**config.mk**
```make
export PLATFORM = sky130hd
export DESIGN_NAME = instr_decode
export DESIGN_NICKNAME = d
export VERILOG_FILES = /design/src/rtl/instr_decode.sv
export SDC_FILE = /design/constraint.sdc
export NUM_CORES = 2
export LEC_CHECK = 0
export CORE_MARGIN = 1
export CORE_UTILIZATION = 40
export DETAILED_ROUTE_END_ITERATION = 8
export PLACE_DENSITY = 0.55
export RECOVER_POWER = 25
export SYNTH_ARGS = -nofsm -noshare
export SYNTH_HDL_FRONTEND = slang
export SYNTH_SLANG_ARGS = --single-unit
```
**constraint.sdc**
```tcl
create_clock -name clk -period 14 [get_ports clk]
set_input_delay 2.8 -clock clk [delete_from_list [all_inputs] [get_ports clk]]
set_output_delay 2.8 -clock clk [all_outputs]
set_load 0.01 [all_outputs]
```
**src/rtl/instr_decode.sv**
```systemverilog
// MIPS-lite decode stage: IF/ID register, register file, ID/EX register,
// early branch resolution, hazard stalls and HALT/illegal tracking.
module instr_decode #(
  parameter int ADDRESS_WIDTH = 32,
  parameter int DATA_WIDTH    = 32,
  parameter int NUM_REGS      = 32
) (
  input  logic                     clk,
  input  logic                     reset,
  input  logic [31:0]              if_instruction,
  input  logic [ADDRESS_WIDTH-1:0] if_pc,
  output logic [ADDRESS_WIDTH-1:0] branch_addr,
  output logic                     is_taken,
  output logic                     fetch_stall,
  input  logic                     wb_wen,
  input  logic [4:0]               wb_addr,
  input  logic [DATA_WIDTH-1:0]    wb_data,
  input  logic                     exmem_wen,
  input  logic [4:0]               exmem_dest,
  output logic                     idex_valid,
  output logic [5:0]               idex_opcode,
  output logic [DATA_WIDTH-1:0]    idex_rs_val,
  output logic [DATA_WIDTH-1:0]    idex_rt_val,
  output logic [DATA_WIDTH-1:0]    idex_imm,
  output logic [4:0]               idex_dest,
  output logic                     idex_wen,
  output logic                     idex_is_load,
  output logic                     idex_is_store,
  output logic                     idex_halt,
  output logic [ADDRESS_WIDTH-1:0] idex_pc,
  output logic                     halted,
  output logic                     illegal_seen
);

  localparam logic [5:0] OP_XORI = 6'h0B;
  localparam logic [5:0] OP_LDW  = 6'h0C;
  localparam logic [5:0] OP_STW  = 6'h0D;
  localparam logic [5:0] OP_BZ   = 6'h0E;
  localparam logic [5:0] OP_BEQ  = 6'h0F;
  localparam logic [5:0] OP_JR   = 6'h10;
  localparam logic [5:0] OP_HALT = 6'h11;

  typedef enum logic {
    S_RUN,
    S_HALTED
  } state_t;

  typedef struct packed {
    logic                     valid;
    logic [5:0]               opcode;
    logic [DATA_WIDTH-1:0]    rs_val;
    logic [DATA_WIDTH-1:0]    rt_val;
    logic [DATA_WIDTH-1:0]    imm;
    logic [4:0]               dest;
    logic                     wen;
    logic                     is_load;
    logic                     is_store;
    logic                     halt;
    logic [ADDRESS_WIDTH-1:0] pc;
  } idex_t;

  state_t                   state_q, state_d;
  logic                     illegal_q, illegal_d;
  logic                     id_valid_q, id_valid_d;
  logic [31:0]              id_instr_q, id_instr_d;
  logic [ADDRESS_WIDTH-1:0] id_pc_q, id_pc_d;
  idex_t                    idex_q, idex_d;
  logic [DATA_WIDTH-1:0]    rf_q [NUM_REGS];
  logic [DATA_WIDTH-1:0]    rf_d [NUM_REGS];

  logic [5:0]  op;
  logic [4:0]  rs, rt, rd, dest;
  logic [15:0] imm16;
  logic is_arith, is_rtype, is_ldw, is_stw;
  logic is_bz, is_beq, is_jr, is_halt, is_ill;
  logic is_br, uses_rs, uses_rt, wen;
  logic [DATA_WIDTH-1:0] rs_val, rt_val, imm_ext;
  logic [ADDRESS_WIDTH-1:0] br_off;
  logic run, load_use, br_haz, stall, resolve, take;
  logic ex_rs, ex_rt, mem_rs, mem_rt;

  always_comb begin
    op       = id_instr_q[31:26];
    rs       = id_instr_q[25:21];
    rt       = id_instr_q[20:16];
    rd       = id_instr_q[15:11];
    imm16    = id_instr_q[15:0];
    is_arith = op <= OP_XORI;
    is_rtype = is_arith & ~op[0];
    is_ldw   = op == OP_LDW;
    is_stw   = op == OP_STW;
    is_bz    = op == OP_BZ;
    is_beq   = op == OP_BEQ;
    is_jr    = op == OP_JR;
    is_halt  = op == OP_HALT;
    is_ill   = op > OP_HALT;
    is_br    = is_bz | is_beq | is_jr;
    uses_rs  = is_arith | is_ldw | is_stw | is_br;
    uses_rt  = is_rtype | is_stw | is_beq;
    imm_ext  = {{(DATA_WIDTH-16){imm16[15]}}, imm16};
    br_off   = {{(ADDRESS_WIDTH-18){imm16[15]}}, imm16, 2'b00};
    dest     = 5'd0;
    wen      = 1'b0;
    unique case (1'b1)
      is_rtype: begin
        dest = rd;
        wen  = 1'b1;
      end
      (is_arith & op[0]) | is_ldw: begin
        dest = rt;
        wen  = 1'b1;
      end
      default: ;
    endcase
  end

  // Same-cycle writeback is forwarded so decode never sees a stale value.
  always_comb begin
    rs_val = '0;
    rt_val = '0;
    if (rs != 5'd0)
      rs_val = (wb_wen && wb_addr == rs) ? wb_data : rf_q[rs];
    if (rt != 5'd0)
      rt_val = (wb_wen && wb_addr == rt) ? wb_data : rf_q[rt];
  end

  always_comb begin
    run = state_q == S_RUN;
    ex_rs = idex_q.valid & idex_q.wen &
            idex_q.dest != 5'd0 & idex_q.dest == rs;
    ex_rt = idex_q.valid & idex_q.wen &
            idex_q.dest != 5'd0 & idex_q.dest == rt;
    mem_rs = exmem_wen & exmem_dest != 5'd0 &
             exmem_dest == rs;
    mem_rt = exmem_wen & exmem_dest != 5'd0 &
             exmem_dest == rt;
    load_use = idex_q.is_load &
               ((uses_rs & ex_rs) | (uses_rt & ex_rt));
    br_haz = is_br & ((uses_rs & (ex_rs | mem_rs)) |
                      (uses_rt & (ex_rt | mem_rt)));
    stall   = run & id_valid_q & (load_use | br_haz);
    resolve = run & id_valid_q & ~stall;
    take    = 1'b0;
    unique case (1'b1)
      is_bz:   take = rs_val == '0;
      is_beq:  take = rs_val == rt_val;
      is_jr:   take = 1'b1;
      default: take = 1'b0;
    endcase
    is_taken    = resolve & take;
    fetch_stall = ~run | stall;
    branch_addr = '0;
    if (is_taken)
      branch_addr = is_jr ? ADDRESS_WIDTH'(rs_val)
                          : id_pc_q + br_off;
  end

  always_comb begin
    state_d    = state_q;
    illegal_d  = illegal_q | (resolve & is_ill);
    id_valid_d = id_valid_q;
    id_instr_d = id_instr_q;
    id_pc_d    = id_pc_q;
    idex_d     = '0;
    rf_d       = rf_q;
    if (wb_wen && wb_addr != 5'd0)
      rf_d[wb_addr] = wb_data;
    if (run && !stall) begin
      id_valid_d = ~is_taken;
      id_instr_d = if_instruction;
      id_pc_d    = if_pc;
    end
    if (resolve && !is_ill) begin
      idex_d.valid    = 1'b1;
      idex_d.opcode   = op;
      idex_d.rs_val   = rs_val;
      idex_d.rt_val   = rt_val;
      idex_d.imm      = imm_ext;
      idex_d.dest     = dest;
      idex_d.wen      = wen;
      idex_d.is_load  = is_ldw;
      idex_d.is_store = is_stw;
      idex_d.halt     = is_halt;
      idex_d.pc       = id_pc_q;
    end
    if (resolve && is_halt)
      state_d = S_HALTED;
  end

  always_ff @(posedge clk) begin
    if (reset) begin
      state_q    <= S_RUN;
      illegal_q  <= 1'b0;
      id_valid_q <= 1'b0;
      id_instr_q <= '0;
      id_pc_q    <= '0;
      idex_q     <= '0;
      for (int i = 0; i < NUM_REGS; i++)
        rf_q[i] <= '0;
    end else begin
      state_q    <= state_d;
      illegal_q  <= illegal_d;
      id_valid_q <= id_valid_d;
      id_instr_q <= id_instr_d;
      id_pc_q    <= id_pc_d;
      idex_q     <= idex_d;
      rf_q       <= rf_d;
    end
  end

  assign idex_valid    = idex_q.valid;
  assign idex_opcode   = idex_q.opcode;
  assign idex_rs_val   = idex_q.rs_val;
  assign idex_rt_val   = idex_q.rt_val;
  assign idex_imm      = idex_q.imm;
  assign idex_dest     = idex_q.dest;
  assign idex_wen      = idex_q.wen;
  assign idex_is_load  = idex_q.is_load;
  assign idex_is_store = idex_q.is_store;
  assign idex_halt     = idex_q.halt;
  assign idex_pc       = idex_q.pc;
  assign halted        = state_q == S_HALTED;
  assign illegal_seen  = illegal_q;

endmodule

```
Word level (Yosys, flattened, before mapping)
Index checks and enable logic that the tools add are counted.
- add/sub/neg operators: 1
- $lt $le $gt $ge: 6
- equality and inequality tests: 13
- multiplexer cells: 19
- bitwise logic cells: 43
- reduce and logical (&&, ||, !) cells: 17
- operators by type and width (cell ; count):
    $bwmux 1024 ; 1
    $mux 32 ; 11
    $bmux 32 s5 ; 2
    $demux 32 s5 ; 1
    $mux 144 ; 1
    $add 32x32->32 ; 1
    $eq 32x32->1 ; 1
    $logic_not 32->1 ; 1
    $eq 5x5->1 ; 6
    $reduce_bool 5->1 ; 5
    $eq 6x4->1 const B ; 4
    $and 1x1->1 ; 20
    $ge 6x6->1 const B ; 3
    $not 5->6 ; 3
    $or 1x1->1 ; 15
    $eq 6x5->1 const B ; 2
    $pmux 5 s2 ; 1
    $logic_and 1x1->1 ; 7
    $gt 6x5->1 const B ; 1
    $le 6x4->1 const B ; 1
    $lt 6x1->1 const B ; 1
    $not 1->1 ; 5
    $reduce_or 2->1 ; 2
    $pmux 1 s3 ; 1
    other kinds (2) ; 3
- bits in registers: 1219
- output and inout bits: 180
- logic and storage cells: 147

Logic depth before layout (Yosys ltp)
- word-level depth: 14
- mapped depth: 18
- depth with buffers taken out: 14

Least setup slack after synthesis
Ideal clock, no wire load.
- path kind: in2out
- start point: in wb_addr[0]
- end point: out branch_addr[10]
- arrival time: 5880 ps
- data required time: 11200 ps
- setup slack: 5320 ps
- stages on the path: 15
- cell sequence: clkbuf_1 xnor2_1 nand4_1 nor2_1 clkbuf_1 clkbuf_1 nor3_1 a221oi_1 nor2b_1 o21ai_0 a32o_1 nor4_2 a32oi_2 buf_6 a211oi_2
- cells in the longest elaborated chain, start to end: 8
- elaborated cells between the ends (all ways): 14
- RTL lines (element ; line ; source):
    start: declaration ; 16 ; input logic [4:0] wb_addr,
    $eq 5x5->1, on equally long branches ; 122, 124 ;
    $logic_and 1x1->1, on equally long branches ; 122, 124 ;
    $mux 32, on equally long branches ; 122, 124 ;
    $mux 32, on equally long branches ; 121, 123 ;
    $eq 32x32->1 or $logic_not 32->1 (tied branches) ; 146, 145 ;
    $pmux 1 s3 ; 144 ; unique case (1'b1)
    $and 1x1->1 ; 150 ; is_taken = resolve & take;
    $mux 32 (*) ; 153 ; if (is_taken)
    end: declaration ; 12 ; output logic [ADDRESS_WIDTH-1:0] branch_addr,
Mark *: on every way between the ends. The rest lies on a longest branch, timed or not.

Final worst setup path
- start point: in reset
- end point: reg rf_q[997] in the netlist's numbering
- RTL lines (element ; line ; source):
    start: declaration ; 9 ; input logic reset,
    end signal: assignment ; 207 ; rf_q <= rf_d;
    end: declaration ; 68 ; logic [DATA_WIDTH-1:0] rf_q [NUM_REGS];
No word-level cell between the ends.

==> summary by stage <==
Placed design
The number of buffers inserted by port buffering is 289. Summed over all nets, the half-perimeter wirelength after detailed placement is 184,000 um. The final RePlAce weighted congestion is 0.995. The pre-CTS worst setup slack is 2.97 ns. The post-placement cell count is 8,839.

Min path
In this run the worst hold path is classified as reg2reg.

Clock network
After clock tree synthesis, the repair step resized 0 gates. TritonCTS built the clock tree. For this design, the sink count on the clock tree is 1,219. The H-tree was split into 4 levels. Clock-pin slew was measured on the worst setup and hold paths at 0.06 ns. The cts-stage hold buffer count is 0. Buffers added to address setup during post-CTS repair amount to 0. In this run the clock root is driven by a clkbuf_16. The maximum root-to-sink buffer count is 3. The clock buffer count from CTS is 137.

At the later pin of the worst-skew pair, clock insertion delay measures 0.82 ns.

Global route
The largest net degree at the start of global routing is 192. The number of antenna violations at the first check in global routing is 28. The number of global-route vias before repair is 53,200. Global routing consumed, over all layers together, 36.7% of the routing resources. The first global-routing pass estimated 409,000 um of wire.

The remaining global-route overflow is 0.

Synth
After synthesis, the netlist uses 88 different library cells. A synthesized cell averages 8.69 um2. By area the synthesized netlist is led by dfxtp_1 40%, mux4_2 15%, nand2_1 13%. The top flip-flop cell by instance count after synthesis is dfxtp_1. The count of flip-flops with a built-in enable after synthesis is 0. The post-synthesis cell count is 7,051. The post-synth net total is 7,191. The largest total area in the synthesized netlist belongs to dfxtp_1. The flip-flop and latch count after synthesis is 1,219. The most instantiated library cell after synthesis is nand2_1.

The Yosys warning count is 0. The post-synth design cell area is 61,300 um2. The sequential share of the synthesized area is 39.8%. Ranked by instance count, the synthesized netlist is headed by 2,122 x nand2_1, 1,219 x dfxtp_1, 1,110 x a21oi_1. The async set-or-reset flop fraction in the synthesized netlist is 0%.

The share of Yosys cell area claimed by the top area cell type is 39.8%.

Run status
The final reports fail on capacitance limit, slew limit. The run finished, with violations left.

STA
The worst pin sits at a relative slew slack of -369%. The number of pins with negative max-slew slack in the final report is 304. The hold violation total from the final report was 0.

The number of setup violations in the final report is 0. Setup repair after global routing left no endpoint under its margin. The sum of negative setup slack is 0 ns. The minimum period implied by the final worst setup slack is 11.93 ns. In the finished design, the share of the clock period the worst path needs comes to 85.2%. In the post-route analysis, the smallest setup slack over all paths is 2.07 ns. At the pin with the least slew margin, the transition time is 7.03 ns.

Between clock sinks in the finished design, the worst skew comes to 0.0307 ns. Timing would allow up to 83.8 MHz.

Cells and area
The final layout contains 7,088 nets. The area occupied by multi-input gates is 34,100 um2. The area growth from synthesis to layout is 14.1%.

The filler-free cell count of the finished design is 9,093. The sequential cells in the finished layout cover a total of 24,400 um2. Of the cells placed in the final design, the portion with a size suffix greater than 1 is 13.5%. At the end of the flow the core is filled with cells to 46.0%. Fill cells in the final layout number 14,500.

Critical path
The required time reported for the critical path endpoint is 14.61 ns. The startpoint of the most critical register-to-register path is id_instr_q[21]. The worst setup path is launched from an input pin.

Data arrives at the worst endpoint at 12.54 ns. For the worst flop-to-flop path, the logic depth is 14. The worst register-to-register path has a setup slack of 7.35 ns.

The most critical setup path has its endpoint at rf_q[997]. In this run the critical register-to-register path is captured at id_valid_q. The peak fanout along the critical path is 137. The source of the critical timing path is reset. The kind of critical path is in2reg. STA classifies the critical path endpoint as a flip-flop.

Detailed routing
The total routed wire length on the met1 layer is 110,000 um. The wire length after detailed routing is 294,000 um. The DRC violation total after the first TritonRoute iteration is 8,966. The post-detailed-route wirelength per cell is 32.3 um.

The via count of the routed design is 57,700. The met2 routed wirelength is 123,000 um. The highest metal layer used by the detailed router is met5. The via density per instance is 6.34. For this run, design rule violations remaining after detail routing come to 0. The detail route stage leaves a number of antenna-violating nets equal to 0. The count of TritonRoute iterations in the first routing pass is 6. Summed over all nets, wire length on met3 after detailed routing comes to 39,600 um.

Power and ir drop
The overall power after layout is 8.07 mW. Dividing total power by cell area gives a power density of 115 nW/um2. Across the VDD grid, the largest voltage drop is 79.3 uV. Summed over all cells, the static leakage comes to 23.4 nW.

Flow run
The tool flagged a number of max-cap violations equal to 3.

Die
In this run the core area contains 143 standard-cell rows. Pin placement for this block handled 290 I/O pins. The floorplan step set the die height to 393 um. For this configuration, the core starts out at a cell density of 40.3%. The area of the core is 152,000 um2.

The horizontal die dimension is 393 um. The full die area is 155,000 um2.
-- power breakdown --
part | switching [mW] | internal [mW]
logic | 0.598 | 0.254
clock network | 1.55 | 2.11
registers | 0.0496 | 3.51
-- cells in the final DEF (no fill, tap or decap), types with 70 or more instances in the layout --
master	instances
o22ai_1	80
dfxtp_1	1209
a22oi_1	93
a21oi_1	1109
dlygate4sd3_1	128
mux2i_1	297
clkdlybuf4s50_1	159
nand2_1	2091
and2_1	70
mux4_2	417
nor2_1	229
clkbuf_16	144
buf_4	162
-- registers in the layout, summed over array words and instances, names as in the netlist, 5 cells and up --
register and flops:
rf_q 1024, id_instr_q 32, id_pc_q 32, idex_pc 32
idex_rs_val 32, idex_rt_val 32, idex_imm 16, idex_opcode 6
idex_dest 5
-- area by class of cell --
class	instances	share of cell area, %
multi-input combinational	5105	48.8
sequential	1219	35.0
timing repair buffer	460	6.08
clock buffer	205	5.91
tap	2030	3.63
clock inverter	33	0.469
inverter	25	0.134
antenna	16	0.0573
-- cell families (layout without fill, tap and decap cells) --
family / after synthesis / in the layout / synth area share [%]
fa+ha+maj: 30 / 30 / 0.625
simple gates: 2720 / 2720 / 18.1
buf+inv: 727 / 723 / 5.23
flops: 1219 / 1219 / 39.8
other cells: 1 / 17 / 0.00612
xor+xnor: 63 / 63 / 0.901
mux: 732 / 732 / 20.5
compound gates: 1559 / 1559 / 14.7
-- metrics by stage --
| stage | hold slack (ns) | area [um2] |
|---|---|---|
| floorplan | 0.442 | 61300 |
| global placement | 0.449 | 65400 |
| detailed placement | 0.455 | 65400 |
| CTS | 0.463 | 69900 |
| global route | 0.478 | 69800 |
| finish | 0.464 | 69900 |
-- layer usage --
layer	vias up	global-route usage, %
met5	-	0
met4	32	22.8
met2	4216	53.2
met3	1046	13.1
li1	24400	-
met1	28000	46.4
-- worst min-delay path by stage --
stage | slack (ns) | end | from | cells after the start
2_1_floorplan | 0.44 | rf_q[885] | rf_q[885] | 2
3_3_place_gp | 0.45 | rf_q[342] | rf_q[342] | 2
3_5_place_dp | 0.45 | rf_q[546] | rf_q[546] | 2
4_1_cts | 0.46 | rf_q[546] | rf_q[546] | 2
5_1_grt | 0.48 | rf_q[546] | rf_q[546] | 2
6_report | 0.46 | rf_q[951] | rf_q[951] | 2
-- worst max-delay path, cell delays in order --
cell      delay (ns)
clkbuf_1        4.68
clkbuf_1        2.90
clkbuf_2        1.73
nor2b_1         0.11
Power figures use the tool's default switching activity.
